<file path="src/rtl/fuzz_stim_pkg.sv">
// Shared definitions for the fuzz-harness stimulus generators: LCG constants,
// the LCG step function and the generator FSM state encoding.
package fuzz_stim_pkg;

    localparam logic [31:0] LCG_MULT = 32'h41C6_4E6D;
    localparam logic [31:0] LCG_INC  = 32'h0000_3039;

    typedef enum logic [1:0] {
        IDLE  = 2'd0,
        FILL  = 2'd1,
        DRAIN = 2'd2,
        DONE  = 2'd3
    } stim_state_e;

    // One LCG step modulo 2^32; matches the software bench generator.
    function automatic logic [31:0] lcg_next(input logic [31:0] s,
                                             input logic [31:0] mult,
                                             input logic [31:0] inc);
        return s * mult + inc;
    endfunction

endpackage

</file>
<file path="src/rtl/lcg32_step.sv">
// Registered 32-bit LCG with synchronous load and step enable; load wins.
module lcg32_step
    import fuzz_stim_pkg::*;
#(
    parameter logic [31:0] MULT = LCG_MULT,
    parameter logic [31:0] INC  = LCG_INC
) (
    input  logic        clk,
    input  logic        rst,
    input  logic        en_i,
    input  logic        load_i,
    input  logic [31:0] load_val_i,
    output logic [31:0] state_o
);

    logic [31:0] state_q;
    logic [31:0] state_d;

    always_comb begin
        state_d = state_q;
        if (load_i) begin
            state_d = load_val_i;
        end else if (en_i) begin
            state_d = lcg_next(state_q, MULT, INC);
        end
    end

    always_ff @(posedge clk or posedge rst) begin
        if (rst) begin
            state_q <= 32'd0;
        end else begin
            state_q <= state_d;
        end
    end

    assign state_o = state_q;

endmodule

</file>
<file path="src/rtl/lcg_stim_gen.sv">
// Double-buffered LCG stimulus source: fills one 32-bit word per clock into a
// staging buffer and presents completed vectors on a valid/ready interface.
module lcg_stim_gen
    import fuzz_stim_pkg::*;
#(
    parameter int unsigned WIDTH = 261,
    parameter logic [31:0] MULT  = LCG_MULT,
    parameter logic [31:0] INC   = LCG_INC
) (
    input  logic             clk,
    input  logic             rst,
    input  logic             start,
    input  logic [31:0]      seed,
    input  logic [31:0]      num_vectors,
    output logic [WIDTH-1:0] vec_data,
    output logic             vec_valid,
    input  logic             vec_ready,
    output logic             busy,
    output logic             done,
    output logic [31:0]      vec_count
);

    localparam int unsigned NWORDS = (WIDTH + 31) / 32;
    localparam int unsigned SW     = NWORDS * 32;
    localparam int unsigned KW     = (NWORDS > 1) ? $clog2(NWORDS) : 1;
    localparam logic [KW-1:0] K_LAST = KW'(NWORDS - 1);

    stim_state_e      state_q, state_d;
    logic [KW-1:0]    k_q, k_d;
    logic [WIDTH-1:0] stage_q, stage_d;
    logic             stage_full_q, stage_full_d;
    logic [WIDTH-1:0] out_q, out_d;
    logic             valid_q, valid_d;
    logic [31:0]      num_q, num_d;
    logic [31:0]      gen_q, gen_d;
    logic [31:0]      count_q, count_d;
    logic             done_q, done_d;
    logic             busy_q, busy_d;

    logic             lcg_load_c;
    logic             lcg_en_c;
    logic [31:0]      lcg_state;
    logic [31:0]      word_c;
    logic             accept_c;
    logic             xfer_c;
    logic             wr_c;

    lcg32_step #(
        .MULT (MULT),
        .INC  (INC)
    ) u_lcg (
        .clk        (clk),
        .rst        (rst),
        .en_i       (lcg_en_c),
        .load_i     (lcg_load_c),
        .load_val_i (seed),
        .state_o    (lcg_state)
    );

    // The word written is the post-step state, so it is the LCG's next value.
    assign word_c = lcg_next(lcg_state, MULT, INC);

    always_comb begin
        state_d      = state_q;
        k_d          = k_q;
        stage_d      = stage_q;
        stage_full_d = stage_full_q;
        out_d        = out_q;
        valid_d      = valid_q;
        num_d        = num_q;
        gen_d        = gen_q;
        count_d      = count_q;
        done_d       = done_q;
        busy_d       = busy_q;
        lcg_load_c   = 1'b0;
        lcg_en_c     = 1'b0;
        xfer_c       = 1'b0;
        wr_c         = 1'b0;
        accept_c     = valid_q && vec_ready;

        if (accept_c) begin
            valid_d = 1'b0;
            if (count_q != num_q) begin
                count_d = count_q + 32'd1;
            end
        end

        unique case (state_q)
            IDLE, DONE: begin
                if (start) begin
                    lcg_load_c   = 1'b1;
                    num_d        = num_vectors;
                    gen_d        = 32'd0;
                    count_d      = 32'd0;
                    k_d          = '0;
                    stage_full_d = 1'b0;
                    done_d       = (num_vectors == 32'd0);
                    busy_d       = (num_vectors != 32'd0);
                    state_d      = (num_vectors == 32'd0) ? DONE : FILL;
                end
            end

            FILL: begin
                // Move staging to output when output is free or leaving now.
                xfer_c = stage_full_q && (!valid_q || accept_c);
                wr_c   = (gen_q != num_q) && (!stage_full_q || xfer_c);

                if (xfer_c) begin
                    out_d        = stage_q;
                    valid_d      = 1'b1;
                    stage_full_d = 1'b0;
                    if (gen_q == num_q) begin
                        state_d = DRAIN;
                    end
                end

                if (wr_c) begin
                    lcg_en_c = 1'b1;
                    stage_d  = (stage_q & ~WIDTH'(SW'(32'hFFFF_FFFF) << (32 * int'(k_q))))
                             | WIDTH'(SW'(word_c) << (32 * int'(k_q)));
                    if (k_q == K_LAST) begin
                        k_d          = '0;
                        stage_full_d = 1'b1;
                        gen_d        = gen_q + 32'd1;
                    end else begin
                        k_d = k_q + 1'b1;
                    end
                end
            end

            DRAIN: begin
                if (accept_c) begin
                    state_d = DONE;
                    done_d  = 1'b1;
                    busy_d  = 1'b0;
                end
            end

            default: begin
                state_d = IDLE;
            end
        endcase
    end

    always_ff @(posedge clk or posedge rst) begin
        if (rst) begin
            state_q      <= IDLE;
            k_q          <= '0;
            stage_q      <= '0;
            stage_full_q <= 1'b0;
            out_q        <= '0;
            valid_q      <= 1'b0;
            num_q        <= 32'd0;
            gen_q        <= 32'd0;
            count_q      <= 32'd0;
            done_q       <= 1'b0;
            busy_q       <= 1'b0;
        end else begin
            state_q      <= state_d;
            k_q          <= k_d;
            stage_q      <= stage_d;
            stage_full_q <= stage_full_d;
            out_q        <= out_d;
            valid_q      <= valid_d;
            num_q        <= num_d;
            gen_q        <= gen_d;
            count_q      <= count_d;
            done_q       <= done_d;
            busy_q       <= busy_d;
        end
    end

    assign vec_data  = out_q;
    assign vec_valid = valid_q;
    assign busy      = busy_q;
    assign done      = done_q;
    assign vec_count = count_q;

endmodule

</file>
<file path="config.mk">
export PLATFORM = sky130hd
export DESIGN_NAME = lcg_stim_gen
export DESIGN_NICKNAME = d
export VERILOG_FILES = /design/src/rtl/fuzz_stim_pkg.sv /design/src/rtl/lcg32_step.sv /design/src/rtl/lcg_stim_gen.sv
export SDC_FILE = /design/constraint.sdc
export NUM_CORES = 2
export LEC_CHECK = 0
export BUFFER_PORTS_ARGS = -buffer_cell sky130_fd_sc_hd__buf_4
export CORE_MARGIN = 4
export CORE_UTILIZATION = 66
export DETAILED_ROUTE_END_ITERATION = 16
export HOLD_SLACK_MARGIN = 0.03
export PLACE_DENSITY_LB_ADDON = 0.2
export SYNTH_ARGS = -nofsm -noshare
export SYNTH_HDL_FRONTEND = slang
export SYNTH_HIERARCHICAL = 1
export SYNTH_SLANG_ARGS = --single-unit
</file>
<file path="constraint.sdc">
create_clock -name clk -period 36.6 [get_ports clk]
set_clock_uncertainty 0.15 [all_clocks]
set_input_delay 5.49 -clock clk [delete_from_list [all_inputs] [get_ports clk]]
set_output_delay 5.49 -clock clk [all_outputs]
set_load 0.1 [all_outputs]
</file>
==> metrics.txt <==
result of the run finished clean; Maximum Capacitance Violations 0; 1st-pass router iterations 7; CP required 36.94 ns; Synth top area share 36.9%; Post-Syn Area 44800 um^2; clk slew on worst S/H paths 0.06 ns; post-route ant nets 0; CTS tree yes; Cell Count, Final, Fillers Out 5346; antenna violations before repair 1; Routed Wire Length 122000 um; chip height 268 um; largest net degree at the start of global routing 161; drt wl/cell 22.7 um; Setup Viol. Count Final 0; hold_ws 0.329 ns; top post-synthesis cells by count inv_1, dfrtp_1, ha_1; Mean Syn Cell Area 11.0 um^2; DRC violations left 0; GRT Total Usage 34.2%; Overflow after GRT 0; NumNets Final 5288; Synth area leader dfrtp_1; Synth async-reset ratio 100%; HP Class flop to flop; Max Clock Freq 120 MHz; setup TNS 0 ns; Seq cells post-synth 660; Worst setup SP type primary input; first-pass GRT wire length 189000 um; WS Path Type primary input to flop; Num Clock Sinks 660; core area 67200 um^2; top cells by area, synth dfrtp_1, fa_1, ha_1; Bufs on Longest Clock Path 3; Tmin final 8.31 ns; Max-slew headroom 9.42%; Post-synth top flop dfrtp_1; RSZ-0062 raised after global routing false; Finished Core Util 75.8%; Post-Place Cells 5222; worst skew pair latency 0.62 ns; crit end category flop; Fillers 4362; max-slew violations 0; Die X 268 um; cts repair resizes 0; HPWL after detailed placement 92400 um; # IOs 364; routed vias/inst 5.89; die footprint 72000 um^2; fraction of layout cells with a size suffix above 1 18.6%; Area growth, synth to finish 13.7%; critical path peak fanout 66; Slew @ Worst Pin 1.36 ns; clock buffer count from CTS 69; root buffer cell clkbuf_16; routability cong. 0.946; Synthesized Nets 4919; drt initial violations 2697; # rows 95; Final period util 22.7%; hold-fix buffers at CTS 0; vias in the first global route 32.6k; sequential share of the synthesized area 36.9%; critical path arrival 8.65 ns; final hold vios 0; post-CTS setup buffer count 0; Post-synth EDFFs 0; Synth Instances 4052; Port Buf Inserts 363; cell with the most instances after synthesis inv_1; DR vias 31.5k; yosys warns 6; initial core utilization 66.6%; H-tree levels 3; unique cell type count in the Yosys netlist 86
layout by cell type, fill, tap and decap left out, drive strengths merged, types with 30 or more instances in the layout:
master	n
o21ai	120
nand2	271
dfrtp	660
buf	420
nor3	30
nand4	33
nor2	113
fa	376
nand3	35
a21oi	80
mux2	264
inv	850
xnor2	199
a22o	194
ha	423
clkbuf	103
xor2	33
logic make-up (layout without fill, tap and decap cells):
family,after synthesis,in the layout,synth area share [%]
and+or+nand+nor,584,584,6.01
AOI/OAI and AO/OA,521,521,8.49
muxes,285,285,7.11
adders and majority gates,799,799,28.6
DFF,660,660,36.9
buffers and inverters,971,1391,8.26
other,0,1,0
xor gates and xnor gates,232,232,4.59
state kept, by name, summed over array words and instances, names as in the netlist:
signal and count:
state_q 2, gen_q 32, vec_data 261, stage_full_q 1, k_q 4, vec_valid 1, num_q 32, stage_q 261
u_lcg/state_o 32, done 1, vec_count 32, busy 1
layer usage:
| layer | wire length (um) | up-vias | GRT usage, % |
|---|---|---|---|
| met5 | 0 | - | 0 |
| met4 | 5000 | 0 | 12.7 |
| met3 | 9290 | 251 | 5.62 |
| met2 | 57200 | 1343 | 54.5 |
| met1 | 50100 | 16000 | 48.3 |
| li1 | - | 13900 | - |
worst max-delay path: stages:
cell	delay, ns
buf_4	0.10
nand2b_1	0.14
nor2b_4	0.15
buf_4	0.63
buf_4	0.84
buf_4	0.72
mux2_2	0.42
stage by stage:
stage	setup slack [ns]	instance area, um^2
finish	28.29	50900
detailed placement	27.71	48600
global route	27.97	50900
floorplan	13.37	44800
CTS	28.35	50900
global placement	27.72	48600
area by class of cell:
class / count / area (um^2) / share of cell area [%]
diodes: 1 / 2.50 / 0.00492
clock buffers: 103 / 2050 / 4.02
clock inverters: 19 / 274 / 0.538
inverters: 849 / 3200 / 6.28
multi-input cells: 2421 / 24600 / 48.3
flip-flops and latches: 660 / 16500 / 32.5
well taps: 873 / 1090 / 2.15
repair buffers: 420 / 3170 / 6.23
worst paths after layout:
path | slack [ns] | endpoint | start | cells past startpoint
worst max-delay path | 28.29 | vec_data[253] | vec_ready | 7
worst min register to register | 0.33 | stage_q[97] | stage_q[97] | 2
max in group asynchronous | 28.45 | stage_q[220] | rst | 5
min in group asynchronous | 4.86 | u_lcg/state_o[11] | rst | 3
worst max register to register | 28.48 | stage_q[222] | u_lcg/state_o[0] | 23
worst min-delay path | 0.33 | stage_q[97] | stage_q[97] | 2
Power is not shown: default switching activity piles up to over one toggle a cycle in this logic, so the estimate is an artifact.
